==> src/rtl/program_mem.sv <==
// Program memory: loaded word-by-word over a valid/ready port, then read by the fetch port.
// Latency: fetch to instruction/fetch_valid is 1 cycle; a load write is visible to a fetch on the next cycle.
// Backpressure: load_ready is high only while loading; fetches are dropped unless mem_ready is high.
//
// Ports:
//   clk, rst_n          - sole clock; synchronous active-low reset
//   load_start          - begin a new program load at address 0 (beats any other request)
//   load_valid/data/last- load word stream; last word (or the top address) completes the load
//   load_ready          - high while the block is accepting load words
//   load_count          - number of words written by the current or most recent load
//   fetch_en/fetch_addr - fetch request from the program counter
//   instruction         - registered fetched word, held when no fetch is accepted
//   fetch_valid         - one-cycle pulse: instruction was updated by last cycle's fetch
//   mem_ready           - a complete program is present and fetches are accepted
//
// Build option: define PROG_MEM_BOOT_IMAGE_EN to preload a fixed boot image on reset
// and come out of reset READY; otherwise the memory is unreset and starts EMPTY.

module program_mem #(
   parameter int ADDR_W = 5,
   parameter int DATA_W = 4
) (
   input  logic              clk,
   input  logic              rst_n,
   input  logic              load_start,
   input  logic              load_valid,
   input  logic [DATA_W-1:0] load_data,
   input  logic              load_last,
   output logic              load_ready,
   output logic [ADDR_W:0]   load_count,
   input  logic              fetch_en,
   input  logic [ADDR_W-1:0] fetch_addr,
   output logic [DATA_W-1:0] instruction,
   output logic              fetch_valid,
   output logic              mem_ready
);

   localparam int DEPTH = 2 ** ADDR_W;
   localparam logic [ADDR_W-1:0] PTR_MAX = ADDR_W'(DEPTH - 1);
   localparam logic [ADDR_W:0]   CNT_ONE = (ADDR_W + 1)'(1);
   localparam logic [ADDR_W-1:0] PTR_ONE = ADDR_W'(1);

   typedef enum logic [1:0] {
      EMPTY = 2'd0,
      LOAD  = 2'd1,
      READY = 2'd2
   } state_t;

   state_t            state;
   logic [ADDR_W-1:0] wr_ptr;
   logic [DATA_W-1:0] mem [DEPTH];
   logic              wr_en;

`ifdef PROG_MEM_BOOT_IMAGE_EN
   // Boot image nibbles, address 0 in the most significant nibble.
   localparam logic [127:0] BOOT_IMG = 128'h0145_7536_8455_5366_8455_5536_6682_FFFF;
   localparam state_t       POST_RST = READY;

   function automatic logic [DATA_W-1:0] boot_word(input int a);
      logic [3:0] nib;
      if (a < 32) nib = BOOT_IMG[127 - 4*a -: 4];
      else        nib = 4'hF;
      return DATA_W'(nib);
   endfunction
`else
   localparam state_t       POST_RST = EMPTY;
`endif

   // A word lands only while loading, never under reset, and never in the
   // cycle that restarts the load.
   assign wr_en = rst_n && (state == LOAD) && load_valid && !load_start;

`ifdef PROG_MEM_BOOT_IMAGE_EN
   always_ff @(posedge clk) begin
      if (!rst_n) begin
         for (int i = 0; i < DEPTH; i++) mem[i] <= boot_word(i);
      end else if (wr_en) begin
         mem[wr_ptr] <= load_data;
      end
   end
`else
   always_ff @(posedge clk) begin
      if (wr_en) mem[wr_ptr] <= load_data;
   end
`endif

   always_ff @(posedge clk) begin
      if (!rst_n) begin
         state       <= POST_RST;
         mem_ready   <= (POST_RST == READY);
         load_ready  <= 1'b0;
         wr_ptr      <= '0;
         load_count  <= '0;
         instruction <= '0;
         fetch_valid <= 1'b0;
      end else begin
         fetch_valid <= 1'b0;
         if (load_start) begin
            state      <= LOAD;
            load_ready <= 1'b1;
            mem_ready  <= 1'b0;
            wr_ptr     <= '0;
            load_count <= '0;
         end else begin
            case (state)
               LOAD: begin
                  if (load_valid) begin
                     load_count <= load_count + CNT_ONE;
                     // The pointer stops at the top address so it never wraps;
                     // the top-address write also ends the load, which caps
                     // load_count at DEPTH.
                     if (wr_ptr != PTR_MAX) wr_ptr <= wr_ptr + PTR_ONE;
                     if (load_last || (wr_ptr == PTR_MAX)) begin
                        state      <= READY;
                        load_ready <= 1'b0;
                        mem_ready  <= 1'b1;
                     end
                  end
               end
               READY: begin
                  if (fetch_en) begin
                     instruction <= mem[fetch_addr];
                     fetch_valid <= 1'b1;
                  end
               end
               default: ;
            endcase
         end
      end
   end

endmodule

==> config.mk <==
export PLATFORM = sky130hd
export DESIGN_NAME = program_mem
export DESIGN_NICKNAME = d
export VERILOG_FILES = /design/src/rtl/program_mem.sv
export SDC_FILE = /design/constraint.sdc
export NUM_CORES = 1
export LEC_CHECK = 0
export CAP_MARGIN = 20
export CORE_UTILIZATION = 35
export DETAILED_ROUTE_END_ITERATION = 10
export SLEW_MARGIN = 20
export SYNTH_ARGS = -nofsm -noshare
export SYNTH_HDL_FRONTEND = slang
export SYNTH_SLANG_ARGS = --single-unit
==> constraint.sdc <==
create_clock -name clk -period 1.9 [get_ports clk]
set_clock_uncertainty 0.1 [all_clocks]
set_input_delay 0.285 -clock clk [delete_from_list [all_inputs] [get_ports clk]]
set_output_delay 0.285 -clock clk [all_outputs]
set_load 0.02 [all_outputs]
== After elaboration in Yosys (flattened, before gate mapping) ==
Memories as Yosys holds them, arrays and structs flattened. A register that Yosys moved wholly into a read port is not among the register bits.
Cells that the tools add are included.

* Flip-flop bits (word level): 15
* RAM bits: 128
* Input bits: 15
* Word-level logic and storage cells: 43
* Memories kept: 1

* $add $sub $neg: 2
* Equal/unequal tests: 4
* Muxes and demuxes: 11
* Bitwise operators: 3
* Reductions and logical operators: 16

{| class="wikitable"
|+ Memory list
! name !! depth !! width !! read ports !! clocked after memory_dff !! write ports !! RTL line !! RTL
|-
| mem || 32 || 4 || 1 || 1 || 1 || 51 || <nowiki>logic [DATA_W-1:0] mem [DEPTH];</nowiki>
|}

{| class="wikitable"
|+ Operator list
! kind !! number
|-
| AND reduction 3 bit || 4
|-
| 2-to-1 mux 1 bit || 11
|-
| adder 6 x 1 -> 6 bit, second input constant || 1
|-
| nonzero test 2 bit || 3
|-
| adder 5 x 1 -> 5 bit, second input constant || 1
|-
| == test 5 bit, second input constant || 1
|-
| inequality test 5 bit, second input constant || 1
|-
| logical AND 1 bit || 3
|-
| NOT 1 bit || 3
|-
| OR reduction 3 bit || 1
|-
| == test 2 x 1 -> 1 bit, second input constant || 1
|-
| == test 2 bit, second input constant || 1
|-
| logical NOT 1 bit || 2
|-
| AND reduction 2 bit || 1
|-
| OR reduction 2 bit || 1
|-
| logical OR 1 bit || 1
|}

== Longest topological paths before layout ==
* Depth after elaboration: 6
* Depth in mapped cells: 7
* Gate-level depth less buffers: 7

== Worst setup path before layout ==
OpenSTA, ideal clock, no wires.

* Path type: flip-flop to flip-flop
* From: reg state[0]
* To: mem mem[15][0], enable pin
* Setup time: 329 ps
* Data arrival time: 1,331 ps
* Data required time: 1,471 ps
* Slack: 139 ps
* Cell stages (with the launch flop): 5
* Cells stage by stage: dfxtp_1 > nand3b_1 > nor2_1 > nand2_1 > nor2_1

* Cells in the longest elaborated chain, start to end: 6

{| class="wikitable"
|+ Ends and longest elaborated chain
! item !! RTL line !! RTL
|-
| start: declaration || 49 || <nowiki>state_t state;</nowiki>
|-
| start signal: assignment || 89 || <nowiki>state <= POST_RST;</nowiki>
|-
| start signal: assignment || 99 || <nowiki>state <= LOAD;</nowiki>
|-
| start signal: assignment || 114 || <nowiki>state <= READY;</nowiki>
|-
| == test 2 x 1 -> 1 bit || 71 || <nowiki>assign wr_en = rst_n && (state == LOAD) && load_valid && !load_start;</nowiki>
|-
| logical AND 1 bit (3 in series) || 71 ||
|-
| 2-to-1 mux 1 bit || 83 || <nowiki>if (wr_en) mem[wr_ptr] <= load_data;</nowiki>
|-
| 2-to-1 mux 1 bit (implied by the code) || 83 ||
|-
| end: declaration || 51 ||
|}

Every way passes these cells.

== Worst setup path in the final report ==
* From: reg instruction[0], read port of mem
* To: out instruction[0]

{| class="wikitable"
|+ RTL lines
! item !! RTL line !! RTL
|-
| start: declaration || 33 || <nowiki>output logic [DATA_W-1:0] instruction,</nowiki>
|}

No word-level cell between the ends.

==> impl_metrics.xml <==
<?xml version="1.0" encoding="UTF-8"?>
<metrics>
  <group name="outcome">
    <metric name="status" unit="">complete, no violations</metric>
  </group>
  <group name="synthesis">
    <metric name="syn-num-nets" unit="">417</metric>
    <metric name="seq_area_frac_synth" unit="">0.706</metric>
    <metric name="ys_dominant_reg_cell" unit="">edfxtp_1</metric>
    <metric name="mappedNetlistArea" unit="um2">5950</metric>
    <metric name="synth_area_leaders" unit="">edfxtp_1 65%, mux2i_1 11%, dfxtp_1 6.1%</metric>
    <metric name="synth.avg_cell_area" unit="um2">15.0</metric>
    <metric name="postSynth.asyncResetShare" unit="">0</metric>
    <metric name="synth-seq-cells" unit="">146</metric>
    <metric name="synthDistinctLibCells" unit="">32</metric>
    <metric name="yosys.area.top_type_share" unit="">0.646</metric>
    <metric name="synth_edf_count" unit="">128</metric>
    <metric name="yosysWarningCount" unit="">0</metric>
    <metric name="synthCells" unit="">396</metric>
    <metric name="synthDominantAreaCellType" unit="">edfxtp_1</metric>
  </group>
  <group name="floorplan">
    <metric name="core_area" unit="um2">16600</metric>
    <metric name="dieArea" unit="um2">17500</metric>
    <metric name="starting_utilization_of_the_core_area" unit="">0.359</metric>
    <metric name="placement_rows" unit="">47</metric>
    <metric name="floorplan.die.height" unit="um">132</metric>
    <metric name="io_pins" unit="">28</metric>
    <metric name="die_width" unit="um">132</metric>
  </group>
  <group name="worst_setup_path">
    <metric name="worstSetupEndpointType" unit="">output pin</metric>
    <metric name="critical_path.slowest_cell" unit="">clkdlybuf4s50_1</metric>
    <metric name="timing.critical_path.cells" unit="">clkdlybuf4s50_1</metric>
    <metric name="cpPeakStageDelay" unit="ps">640</metric>
    <metric name="worstPathArrival" unit="ps">1460</metric>
    <metric name="cp_num_buf_inv" unit="">1</metric>
    <metric name="maximum_fanout_along_the_worst_path" unit="">2</metric>
    <metric name="timing.critical_path.required" unit="ps">1510</metric>
    <metric name="cell_family_with_most_cp_delay" unit="">buffers and inverters</metric>
    <metric name="critPathKind" unit="">reg2out</metric>
    <metric name="critPathLaunchType" unit="">register</metric>
  </group>
  <group name="cts">
    <metric name="cts_buffer_depth" unit="">2</metric>
    <metric name="clk-insertion-delay-late" unit="ps">410</metric>
    <metric name="post_cts_hold_buffer_count" unit="">0</metric>
    <metric name="cts_tree" unit="">done</metric>
    <metric name="cts_num_sinks" unit="">146</metric>
    <metric name="cts_htree_levels" unit="">4</metric>
    <metric name="clock_pin_slew_worst_setup_and_hold_paths" unit="ps">60</metric>
    <metric name="postCtsSetupRepairBufs" unit="">0</metric>
    <metric name="clock-root-buffer" unit="">clkbuf_16</metric>
    <metric name="cts-buffers-inserted" unit="">17</metric>
  </group>
  <group name="pwr">
    <metric name="peakVddDrop" unit="mV">0.590</metric>
    <metric name="design_power_total" unit="W">0.00723</metric>
    <metric name="power_per_cell_area" unit="nW/um2">953</metric>
    <metric name="total_leakage_power" unit="nW">2.74</metric>
  </group>
  <group name="run">
    <metric name="drv.max_cap_violation_count" unit="">0</metric>
  </group>
  <group name="sta">
    <metric name="layout_min_cycle_time" unit="ps">1840</metric>
    <metric name="slew_headroom" unit="">0.548</metric>
    <metric name="grt_setup_unrepaired" unit="">no</metric>
    <metric name="finalHoldViolations" unit="">0</metric>
    <metric name="slew_viol_final" unit="">0</metric>
    <metric name="report.final.setup_viol" unit="">0</metric>
    <metric name="fmax" unit="MHz">543</metric>
    <metric name="tightest_slew" unit="ps">675</metric>
    <metric name="layout_setup_ws" unit="ps">59.7</metric>
    <metric name="period_share" unit="">0.969</metric>
  </group>
  <group name="final_layout">
    <metric name="nets" unit="">509</metric>
    <metric name="area_added_between_synthesis_and_finish" unit="%">27.5</metric>
    <metric name="post-route-util" unit="">0.457</metric>
    <metric name="number_of_antenna_diodes" unit="">0</metric>
    <metric name="drive_gt1_frac" unit="">0.224</metric>
  </group>
  <group name="placed_design">
    <metric name="io_buffers" unit="">27</metric>
    <metric name="detailedPlace.worstSlack" unit="ps">-661</metric>
    <metric name="finalWeightedCongestion" unit="">0.804</metric>
    <metric name="hpwlAfterDp" unit="um">8670</metric>
  </group>
  <group name="grt">
    <metric name="vias_in_the_first_global_route" unit="">3611</metric>
    <metric name="grt_max_degree" unit="">33</metric>
    <metric name="global_route_wire_length_before_repair" unit="um">20100</metric>
    <metric name="grt_antenna_before_repair" unit="">0</metric>
    <metric name="global_route.overflow_total" unit="">0</metric>
    <metric name="grtUsageTotal" unit="">0.156</metric>
  </group>
  <group name="drt">
    <metric name="detailedRoute.firstPassIterationCount" unit="">4</metric>
    <metric name="num_vias" unit="">3572</metric>
    <metric name="detail_route.vias_per_cell" unit="">4.95</metric>
    <metric name="detailedRoute.firstIterationViolations" unit="">360</metric>
    <metric name="wl" unit="um">13000</metric>
    <metric name="route.antenna.remaining_nets" unit="">0</metric>
    <metric name="route.detailed.drc" unit="">0</metric>
    <metric name="wl_per_cell" unit="um">18.1</metric>
  </group>
  <group name="min_path">
    <metric name="hold_class" unit="">reg2reg</metric>
  </group>
</metrics>
==> cells in the final DEF, fill, tap and decap left out, types with 10 or more instances in the layout <==
cell type,netlist,layout
a21oi_1,25,22
a22oi_1,32,22
mux2i_1,64,64
edfxtp_1,128,128
clkbuf_16,0,18
buf_4,1,59
nand2_1,14,14
a22oi_2,0,10
nor2_1,46,44
clkdlybuf4s50_1,0,23
dfxtp_1,18,18
==> what timing repair did <==
action	CTS	global route
resized for setup	4	18
endpoints found under the setup margin	4	9
cloned	0	1
pin swaps	0	8
==> cell usage after synthesis, types with 2 or more instances <==
cell / number
buf_6: 4
dfxtp_1: 18
nand2b_1: 3
nand3_1: 3
inv_1: 3
nand2_1: 14
nand4_1: 2
xor2_1: 6
nor2b_1: 3
edfxtp_1: 128
o21ai_0: 7
nor2_1: 46
a21oi_1: 25
buf_12: 2
or4_1: 4
ha_1: 6
a22oi_1: 32
xnor2_1: 2
buf_2: 2
clkbuf_1: 6
and3_1: 2
mux2i_1: 64
nand3b_1: 4
and2_1: 2
==> final timing paths <==
path | from | endpoint | slack (ps) | cells past startpoint
hold reg to reg | state[1] | state[1] | 400 | 2
setup reg to reg | wr_ptr[0] | wr_ptr[3] | 100 | 7
hold / removal | state[1] | state[1] | 400 | 2
setup / recovery | instruction[0] | instruction[0] | 60 | 1
==> power by group <==
part           internal [W]  switching (W)  total [W]
sequential          0.00349     0.00000421    0.00349
combinational      0.000160       0.000205   0.000365
clock               0.00216        0.00121    0.00337
==> cells by family after synthesis <==
| logic type | count (synthesis) | share of synthesized area |
|---|---|---|
| AO/OA/AOI/OAI | 64 | 0.0673 |
| XOR/XNOR | 8 | 0.0118 |
| adder cells (fa/ha/maj) | 6 | 0.0126 |
| buffers and inverters | 21 | 0.0269 |
| flip-flops | 146 | 0.706 |
| multiplexers | 64 | 0.108 |
| AND/OR/NAND/NOR | 87 | 0.0675 |
==> sequential cells by signal (all words and copies together), names as in the netlist <==
name,count
load_count,6
state,2
instruction,4
fetch_valid,1
wr_ptr,5
mem,128
==> metrics by stage <==
stage / area (um2) / instances / hold slack [ps] / setup TNS [ps]
after detailed placement: 6880 / 688 / 386 / -23660
after global routing: 7590 / 721 / 423 / 0
after CTS: 7490 / 720 / 397 / 0
final: 7590 / 721 / 399 / 0
after floorplan: 5950 / 396 / 284 / 0
after global placement: 6880 / 688 / 379 / -22280
==> final cells by class <==
| class | count | area [um2] |
|---|---|---|
| Fill cell | 1474 | 9000 |
| Sequential cell | 146 | 4200 |
| Multi-Input combinational cell | 229 | 1660 |
| Timing Repair Buffer | 91 | 836 |
| Clock buffer | 17 | 425 |
| Tap cell | 220 | 275 |
| Clock inverter | 15 | 171 |
| Inverter | 3 | 11.3 |
==> routing by layer <==
metal  vias up  wire [um]  global-route usage
li1       1688          -                   -
met1      1782       5730               0.201
met2        94       6460               0.253
met3         8        738              0.0431
met4         0         97              0.0504
met5         -          0                   0
Power figures use the tool's default switching activity.
